<file path="src/rtl/perceptron_pkg.sv">
// Shared types and helpers for the trainable perceptron: FSM state encoding,
// a constant-foldable ceil-log2 and the saturating weight-step function.
package perceptron_pkg;

   typedef enum logic [1:0] {
      IDLE   = 2'd0,
      ACCUM  = 2'd1,
      DECIDE = 2'd2,
      UPDATE = 2'd3
   } state_t;

   // Ceil-log2, usable in parameter/localparam expressions.
   function automatic int clog2(input int value);
      int r;
      r = 0;
      for (int i = 0; i < 31; i++) begin
         if ((1 << i) < value) r = i + 1;
      end
      return r;
   endfunction

   // Adds step to weight and clamps the result to the signed range of a
   // wt_w-bit word; the caller truncates the returned int to wt_w bits.
   function automatic int sat_add(input int weight, input int step, input int wt_w);
      int sum;
      int hi;
      int lo;
      sum = weight + step;
      hi  = (1 <<< (wt_w - 1)) - 1;
      lo  = -(1 <<< (wt_w - 1));
      if (sum > hi)      return hi;
      else if (sum < lo) return lo;
      else               return sum;
   endfunction

endpackage

</file>
<file path="src/rtl/perceptron_wt_bank.sv">
// Weight register file for perceptron_learn: N_IN signed weights reset to
// WT_INIT, one read port for the serial datapath, one for observation, and a
// single write port that applies a saturating +/- step to the addressed weight.
module perceptron_wt_bank
   import perceptron_pkg::*;
#(
   parameter  int N_IN    = 8,
   parameter  int WT_W    = 8,
   parameter  int WT_INIT = 0,
   localparam int IDX_W   = clog2(N_IN)
) (
   input  logic                   clk,
   input  logic                   reset,
   input  logic [IDX_W-1:0]       i_rd_idx,
   input  logic [IDX_W-1:0]       i_obs_idx,
   input  logic                   i_we,
   input  logic [IDX_W-1:0]       i_wr_idx,
   input  logic signed [WT_W-1:0] i_step,
   output logic signed [WT_W-1:0] o_rd_wt,
   output logic signed [WT_W-1:0] o_obs_wt
);

   localparam logic signed [WT_W-1:0] WT_INIT_V = WT_W'(WT_INIT);

   logic signed [WT_W-1:0] r_wt [N_IN];
   logic signed [WT_W-1:0] w_new;
   logic signed [WT_W-1:0] w_cur;

   // Combinational reads; indices past the last weight read as zero.
   always_comb begin
      o_rd_wt  = '0;
      o_obs_wt = '0;
      w_cur    = '0;
      if (int'(i_rd_idx) < N_IN)  o_rd_wt  = r_wt[i_rd_idx];
      if (int'(i_obs_idx) < N_IN) o_obs_wt = r_wt[i_obs_idx];
      if (int'(i_wr_idx) < N_IN)  w_cur    = r_wt[i_wr_idx];
      w_new = WT_W'(sat_add(int'(w_cur), int'(i_step), WT_W));
   end

   // Weight storage: reset to WT_INIT, otherwise saturating write.
   always_ff @(posedge clk) begin
      if (!reset) begin
         for (int i = 0; i < N_IN; i++) r_wt[i] <= WT_INIT_V;
      end else if (i_we && (int'(i_wr_idx) < N_IN)) begin
         r_wt[i_wr_idx] <= w_new;
      end
   end

endmodule

</file>
<file path="src/rtl/perceptron_learn.sv">
// Trainable single-layer perceptron. Accepts a binary feature vector over
// in_valid/in_ready, accumulates the selected weights one per cycle, applies a
// step activation against THRESH and, in training mode, runs the perceptron
// learning rule (+/-LR, saturating) over the active inputs on a misprediction.
// Optional feature macro: PERCEPTRON_BIAS_EN adds a learned bias and bias_out.
module perceptron_learn
   import perceptron_pkg::*;
#(
   parameter  int N_IN    = 8,
   parameter  int WT_W    = 8,
   parameter  int LR      = 1,
   parameter  int THRESH  = 0,
   parameter  int WT_INIT = 0,
   localparam int IDX_W   = clog2(N_IN)
) (
   input  logic                   clk,
   input  logic                   reset,
   input  logic                   in_valid,
   output logic                   in_ready,
   input  logic [N_IN-1:0]        in_vec,
   input  logic                   train,
   input  logic                   exp_res,
   output logic                   out_valid,
   output logic                   result,
   output logic                   updated,
   output logic [15:0]            err_cnt,
   input  logic [IDX_W-1:0]       wt_sel,
   output logic signed [WT_W-1:0] wt_out
`ifdef PERCEPTRON_BIAS_EN
   ,
   output logic signed [WT_W-1:0] bias_out
`endif
);

   // One spare bit beyond the worst-case sum so the accumulator never wraps.
   localparam int ACC_W = WT_W + clog2(N_IN + 1) + 1;
   localparam logic signed [ACC_W-1:0] THR_V     = ACC_W'(THRESH);
   localparam logic signed [WT_W-1:0]  LR_V      = WT_W'(LR);
   localparam logic signed [WT_W-1:0]  WT_INIT_V = WT_W'(WT_INIT);
   localparam logic [IDX_W-1:0]        LAST_IDX  = IDX_W'(N_IN - 1);

   state_t                  r_state;
   logic                    r_in_ready;
   logic [IDX_W-1:0]        r_idx;
   logic [N_IN-1:0]         r_vec;
   logic                    r_train;
   logic                    r_exp;
   logic signed [ACC_W-1:0] r_acc;
   logic                    r_result;
   logic                    r_ov_pend;
   logic                    r_out_valid;
   logic                    r_upd_pend;
   logic                    r_updated;
   logic [15:0]             r_err_cnt;

   logic signed [WT_W-1:0]  w_rd_wt;
   logic signed [ACC_W-1:0] w_wt_ext;
   logic signed [ACC_W-1:0] w_sum;
   logic signed [WT_W-1:0]  w_step;
   logic                    w_res;
   logic                    w_we;
   logic                    w_last;

   assign w_wt_ext = {{(ACC_W - WT_W){w_rd_wt[WT_W-1]}}, w_rd_wt};
   assign w_step   = r_exp ? LR_V : -LR_V;
   assign w_last   = (r_idx == LAST_IDX);
   assign w_we     = (r_state == UPDATE) && r_vec[r_idx];

`ifdef PERCEPTRON_BIAS_EN
   logic signed [WT_W-1:0]  r_bias;
   logic signed [ACC_W-1:0] w_bias_ext;

   assign w_bias_ext = {{(ACC_W - WT_W){r_bias[WT_W-1]}}, r_bias};
   assign w_sum      = r_acc + w_bias_ext;
   assign bias_out   = r_bias;

   // Bias acts as an always-active input, stepped alongside weight 0.
   always_ff @(posedge clk) begin
      if (!reset) begin
         r_bias <= WT_INIT_V;
      end else if ((r_state == UPDATE) && (r_idx == '0)) begin
         r_bias <= WT_W'(sat_add(int'(r_bias), int'(w_step), WT_W));
      end
   end
`else
   assign w_sum = r_acc;
`endif

   assign w_res = (w_sum >= THR_V);

   perceptron_wt_bank #(
      .N_IN    (N_IN),
      .WT_W    (WT_W),
      .WT_INIT (WT_INIT)
   ) u_wt_bank (
      .clk       (clk),
      .reset     (reset),
      .i_rd_idx  (r_idx),
      .i_obs_idx (wt_sel),
      .i_we      (w_we),
      .i_wr_idx  (r_idx),
      .i_step    (w_step),
      .o_rd_wt   (w_rd_wt),
      .o_obs_wt  (wt_out)
   );

   // Capture stage: latch the offered vector and its training controls.
   always_ff @(posedge clk) begin
      if ((r_state == IDLE) && in_valid) begin
         r_vec   <= in_vec;
         r_train <= train;
         r_exp   <= exp_res;
      end
   end

   // Accumulator: cleared on accept, adds the weight of each active input.
   always_ff @(posedge clk) begin
      if ((r_state == IDLE) && in_valid) begin
         r_acc <= '0;
      end else if ((r_state == ACCUM) && r_vec[r_idx]) begin
         r_acc <= r_acc + w_wt_ext;
      end
   end

   // Control FSM with registered handshake, result, pulses and error count.
   always_ff @(posedge clk) begin
      if (!reset) begin
         r_state     <= IDLE;
         r_in_ready  <= 1'b1;
         r_idx       <= '0;
         r_result    <= 1'b0;
         r_ov_pend   <= 1'b0;
         r_out_valid <= 1'b0;
         r_upd_pend  <= 1'b0;
         r_updated   <= 1'b0;
         r_err_cnt   <= '0;
      end else begin
         // Result/update pulses trail their trigger by one cycle.
         r_out_valid <= r_ov_pend;
         r_ov_pend   <= 1'b0;
         r_updated   <= r_upd_pend;
         r_upd_pend  <= 1'b0;
         case (r_state)
            IDLE: begin
               if (in_valid) begin
                  r_idx      <= '0;
                  r_in_ready <= 1'b0;
                  r_state    <= ACCUM;
               end
            end
            ACCUM: begin
               if (w_last) r_state <= DECIDE;
               else        r_idx   <= r_idx + 1'b1;
            end
            DECIDE: begin
               r_result  <= w_res;
               r_ov_pend <= 1'b1;
               if (r_train && (w_res != r_exp)) begin
                  if (r_err_cnt != 16'hFFFF) r_err_cnt <= r_err_cnt + 16'd1;
                  r_idx   <= '0;
                  r_state <= UPDATE;
               end else begin
                  r_in_ready <= 1'b1;
                  r_state    <= IDLE;
               end
            end
            UPDATE: begin
               if (w_last) begin
                  r_upd_pend <= 1'b1;
                  r_in_ready <= 1'b1;
                  r_state    <= IDLE;
               end else begin
                  r_idx <= r_idx + 1'b1;
               end
            end
            default: begin
               r_in_ready <= 1'b1;
               r_state    <= IDLE;
            end
         endcase
      end
   end

   assign in_ready  = r_in_ready;
   assign out_valid = r_out_valid;
   assign result    = r_result;
   assign updated   = r_updated;
   assign err_cnt   = r_err_cnt;

endmodule

</file>
<file path="config.mk">
export PLATFORM = sky130hd
export DESIGN_NAME = perceptron_learn
export DESIGN_NICKNAME = d
export VERILOG_FILES = /design/src/rtl/perceptron_pkg.sv /design/src/rtl/perceptron_wt_bank.sv /design/src/rtl/perceptron_learn.sv
export SDC_FILE = /design/constraint.sdc
export NUM_CORES = 1
export LEC_CHECK = 0
export ABC_AREA = 1
export BUFFER_PORTS_ARGS = -buffer_cell sky130_fd_sc_hd__buf_2
export CELL_PAD_IN_SITES_DETAIL_PLACEMENT = 0
export CELL_PAD_IN_SITES_GLOBAL_PLACEMENT = 1
export CORE_MARGIN = 1
export CORE_UTILIZATION = 51
export CTS_BUF_LIST = sky130_fd_sc_hd__clkbuf_4 sky130_fd_sc_hd__clkbuf_8
export DETAILED_ROUTE_END_ITERATION = 7
export GPL_TIMING_DRIVEN = 1
export HOLD_SLACK_MARGIN = 0.05
export PLACE_DENSITY = 0.87
export SLEW_MARGIN = 20
export SYNTH_ARGS = -nofsm -noshare
export SYNTH_HDL_FRONTEND = slang
export SYNTH_SLANG_ARGS = --single-unit
</file>
<file path="constraint.sdc">
create_clock -name clk -period 6.4 [get_ports clk]
set_clock_uncertainty 0.05 [all_clocks]
set_input_delay 0.96 -clock clk [delete_from_list [all_inputs] [get_ports clk]]
set_output_delay 0.96 -clock clk [all_outputs]
set_load 0.02 [all_outputs]
</file>
==> results.sh <==
export IMPL_tightest_slew_ps=969
export IMPL_nets=891
export IMPL_timing_rr_end="u_wt_bank.r_wt[3][6]$_SDFFCE_PN0P_"
export IMPL_synth_xor_area_share_pct=1.83
export IMPL_dpl_worst_slack_ps=2050
export IMPL_io_pins=44
export IMPL_cp_start_kind="flip-flop"
export IMPL_rrSetupSlack_ps=1990
export IMPL_cts_buffer_depth=2
export IMPL_fin_tns_setup_ps=0
export IMPL_htreeDepth=4
export IMPL_p_leak_nw=3.05
export IMPL_crit_end="u_wt_bank.r_wt[3][6]$_SDFFCE_PN0P_"
export IMPL_synth_cell_types=38
export IMPL_synth_adder_area_share_pct=6.02
export IMPL_hold_path_class="flip-flop to flip-flop"
export IMPL_grt_pass1_wl_um=26800
export IMPL_cts_made_buffers=17
export IMPL_ir_drop_mv=0.372
export IMPL_synth_compound_area_share_pct=21.1
export IMPL_yosys_area_share_simple_pct=17.0
export IMPL_drt_iter0_drc=493
export IMPL_wl_um=17000
export IMPL_r2r_cells=20
export IMPL_status="completed"
export IMPL_rsz0062_at_grt="no"
export IMPL_synth_edff_count=74
export IMPL_crit_path_end_kind="flip-flop"
export IMPL_globalRouteOverflowTotal=0
export IMPL_viasPerCell=5.69
export IMPL_track_usage_pct=26.3
export IMPL_crit_fanout=56
export IMPL_core_sq_um=12700
export IMPL_yosysSeqAreaShare_pct=46.0
export IMPL_ys_ff_latch=117
export IMPL_vias=5860
export IMPL_min_period_over_period_pct=68.9
export IMPL_place_congestion=0.829
export IMPL_post_cts_buffers=0
export IMPL_hold_buffers=0
export IMPL_die_w_um=117
export IMPL_antenna_found_initial=0
export IMPL_drc_errors=0
export IMPL_cts_root_buffer="clkbuf_8"
export IMPL_initial_core_util_pct=52.6
export IMPL_synth_top_family_by_area="compound AO/OA/AOI/OAI gates"
export IMPL_drv_slew=0
export IMPL_dr_pass1_iters=5
export IMPL_grt_pass1_vias=5322
export IMPL_clock_sinks=117
export IMPL_grt_max_degree=57
export IMPL_die_area_sq_um=13600
export IMPL_ant_nets=0
export IMPL_synth_area_sq_um=6700
export IMPL_syn_nets=862
export IMPL_critPathRequiredTime_ps=6510
export IMPL_synth_cells=815
export IMPL_diodes=0
export IMPL_layout_setup_ws_ps=1990
export IMPL_clk_pin_slew_worst_paths_ps=70
export IMPL_drt_wirelength_per_cell_um=16.5
export IMPL_drive_gt1_share_pct=11.2
export IMPL_finalSetupViolCount=0
export IMPL_yosys_warnings=0
export IMPL_period_needed_ps=4410
export IMPL_numPortBuffers=43
export IMPL_die_h_um=117
export IMPL_synth_ff_type="edfxtp_1"
export IMPL_layout_area_overhead_vs_synth_pct=10.1
export IMPL_hold_viol_final=0
export IMPL_synth_avg_cell_area_sq_um=8.22
export IMPL_cts_tree="yes"
export IMPL_worst_ep_arrival_time_ps=4520
export IMPL_fmax_mhz=227
export IMPL_place_hpwl_um=12100
export IMPL_cellPowerDensity_nw_per_um2=436
export IMPL_ys_async_sr_fraction_pct=0
export IMPL_worstSetupPathType="flip-flop to flip-flop"
export IMPL_rows=41
export IMPL_synthMuxAreaShare_pct=0
export IMPL_post_cts_resize_count=0
export IMPL_slew_headroom_pct=35.3
export IMPL_cap_violations=0
export IMPL_clk_latency_ps=440
## final cells by class
class                      instances  area, sq um
tap                              172          215
clock buffer                      22          284
multi-input combinational        571         3080
sequential                       117         3080
inverter                          92          348
timing repair buffer              45          230
clock inverter                    10          131
fill                            1222         5350
## power breakdown
part / switching, mW / internal [mW]
clock: 0.295 / 0.415
sequential: 0.0761 / 0.894
combinational: 1.10 / 0.430
## routing by layer
| layer | up-vias | part of all wire [%] | GRT usage, % | wire (um) |
|---|---|---|---|---|
| li1 | 2890 | - | - | - |
| met1 | 2729 | 45 | 36.2 | 7730 |
| met2 | 211 | 46 | 42.1 | 7890 |
| met3 | 30 | 5.9 | 4.77 | 998 |
| met4 | 0 | 2.3 | 8.95 | 391 |
| met5 | - | 0 | 0 | 0 |
## worst max-delay path, cell delays in order, from the launching register on
cell and delay, ps:
dfxtp_1 740, buf_4 400, o21ai_0 130, o21ai_0 200, inv_1 60, o21ai_0 480
inv_1 190, fa_1 470, inv_1 90, nand3_1 90, nand2_1 90, nand2_1 50
nand2_1 70, nor2_1 50, nand2_1 50, nor2_1 50, nand3_1 70, nand2_1 60
nand2_1 60, buf_4 480, a21oi_1 170
## registers in the layout, summed over array words and instances (netlist names), named ones only
register,flops
r_state,2
updated,1
r_upd_pend,1
result,1
r_acc,13
u_wt_bank.r_wt,64
r_exp,1
r_train,1
r_vec,8
err_cnt,16
in_ready,1
r_idx,3
r_ov_pend,1
out_valid,1
## cell usage in the layout (no fill, tap or decap), types with 3 or more instances in the layout
cell / netlist / layout
a211oi_1: 3 / 3
a21oi_1: 133 / 133
a31oi_1: 14 / 14
buf_2: 3 / 43
bufinv_16: 0 / 3
clkbuf_4: 0 / 3
clkbuf_8: 0 / 19
clkinv_2: 0 / 5
dfxtp_1: 43 / 43
edfxtp_1: 74 / 74
ha_1: 29 / 29
inv_1: 84 / 84
inv_2: 5 / 5
nand2_1: 127 / 127
nand2_2: 5 / 5
nand3_1: 22 / 22
nand3_2: 5 / 5
nand4_1: 15 / 15
nor2_1: 68 / 68
nor3_1: 8 / 8
nor4_1: 3 / 3
o211ai_1: 12 / 12
o21a_1: 4 / 4
o21ai_0: 91 / 91
o21ai_1: 3 / 3
xnor2_1: 9 / 9
xor2_1: 5 / 5
## cell usage after synthesis (all sizes together) (5+ instances only)
| cell type | number | share of area (%) |
|---|---|---|
| nor3 | 9 | 0.75 |
| xnor2 | 9 | 1.2 |
| a31oi | 14 | 1.3 |
| nor2 | 69 | 3.9 |
| inv | 90 | 5.1 |
| o211ai | 12 | 1.3 |
| edfxtp | 74 | 33 |
| nand4 | 15 | 1.4 |
| a21oi | 133 | 9.9 |
| nand3 | 28 | 2.7 |
| o21ai | 94 | 7.0 |
| dfxtp | 43 | 13 |
| buf | 12 | 1.5 |
| ha | 29 | 5.4 |
| clkbuf | 23 | 1.3 |
| xor2 | 5 | 0.65 |
| nand2 | 132 | 7.6 |
## metrics by stage
| step | std cells | cell area (sq um) | util, % | hold slack, ps | power [mW] |
|---|---|---|---|---|---|
| after CTS | 1029 | 7370 | 57.9 | 369 | 3.20 |
| after detailed placement | 997 | 6950 | 54.7 | 355 | 2.49 |
| final | 1029 | 7370 | 57.9 | 365 | 3.21 |
| after floorplan | 815 | 6700 | - | 340 | 2.17 |
| after global routing | 1029 | 7370 | 57.9 | 416 | 3.43 |
| after global placement | 997 | 6950 | 54.7 | 348 | 2.45 |
## worst min path at each step
stage | depth (start not counted) | end | from | slack [ps]
2_1_floorplan | 2 | out_valid$_SDFF_PN0_ | r_ov_pend$_SDFF_PN0_ | 340
3_3_place_gp | 2 | out_valid$_SDFF_PN0_ | r_ov_pend$_SDFF_PN0_ | 350
3_5_place_dp | 2 | out_valid$_SDFF_PN0_ | r_ov_pend$_SDFF_PN0_ | 350
4_1_cts | 2 | out_valid$_SDFF_PN0_ | r_ov_pend$_SDFF_PN0_ | 370
5_1_grt | 2 | updated$_SDFF_PN0_ | r_upd_pend$_SDFF_PN0_ | 420
6_report | 2 | out_valid$_SDFF_PN0_ | r_ov_pend$_SDFF_PN0_ | 360
## cell families after synthesis
group	count (synthesis)
buffers and inverters	127
adder cells (fa/ha/maj)	31
AND/OR/NAND/NOR	260
flip-flops	117
AO/OA/AOI/OAI	266
XOR/XNOR	14
Power figures use the tool's default switching activity.
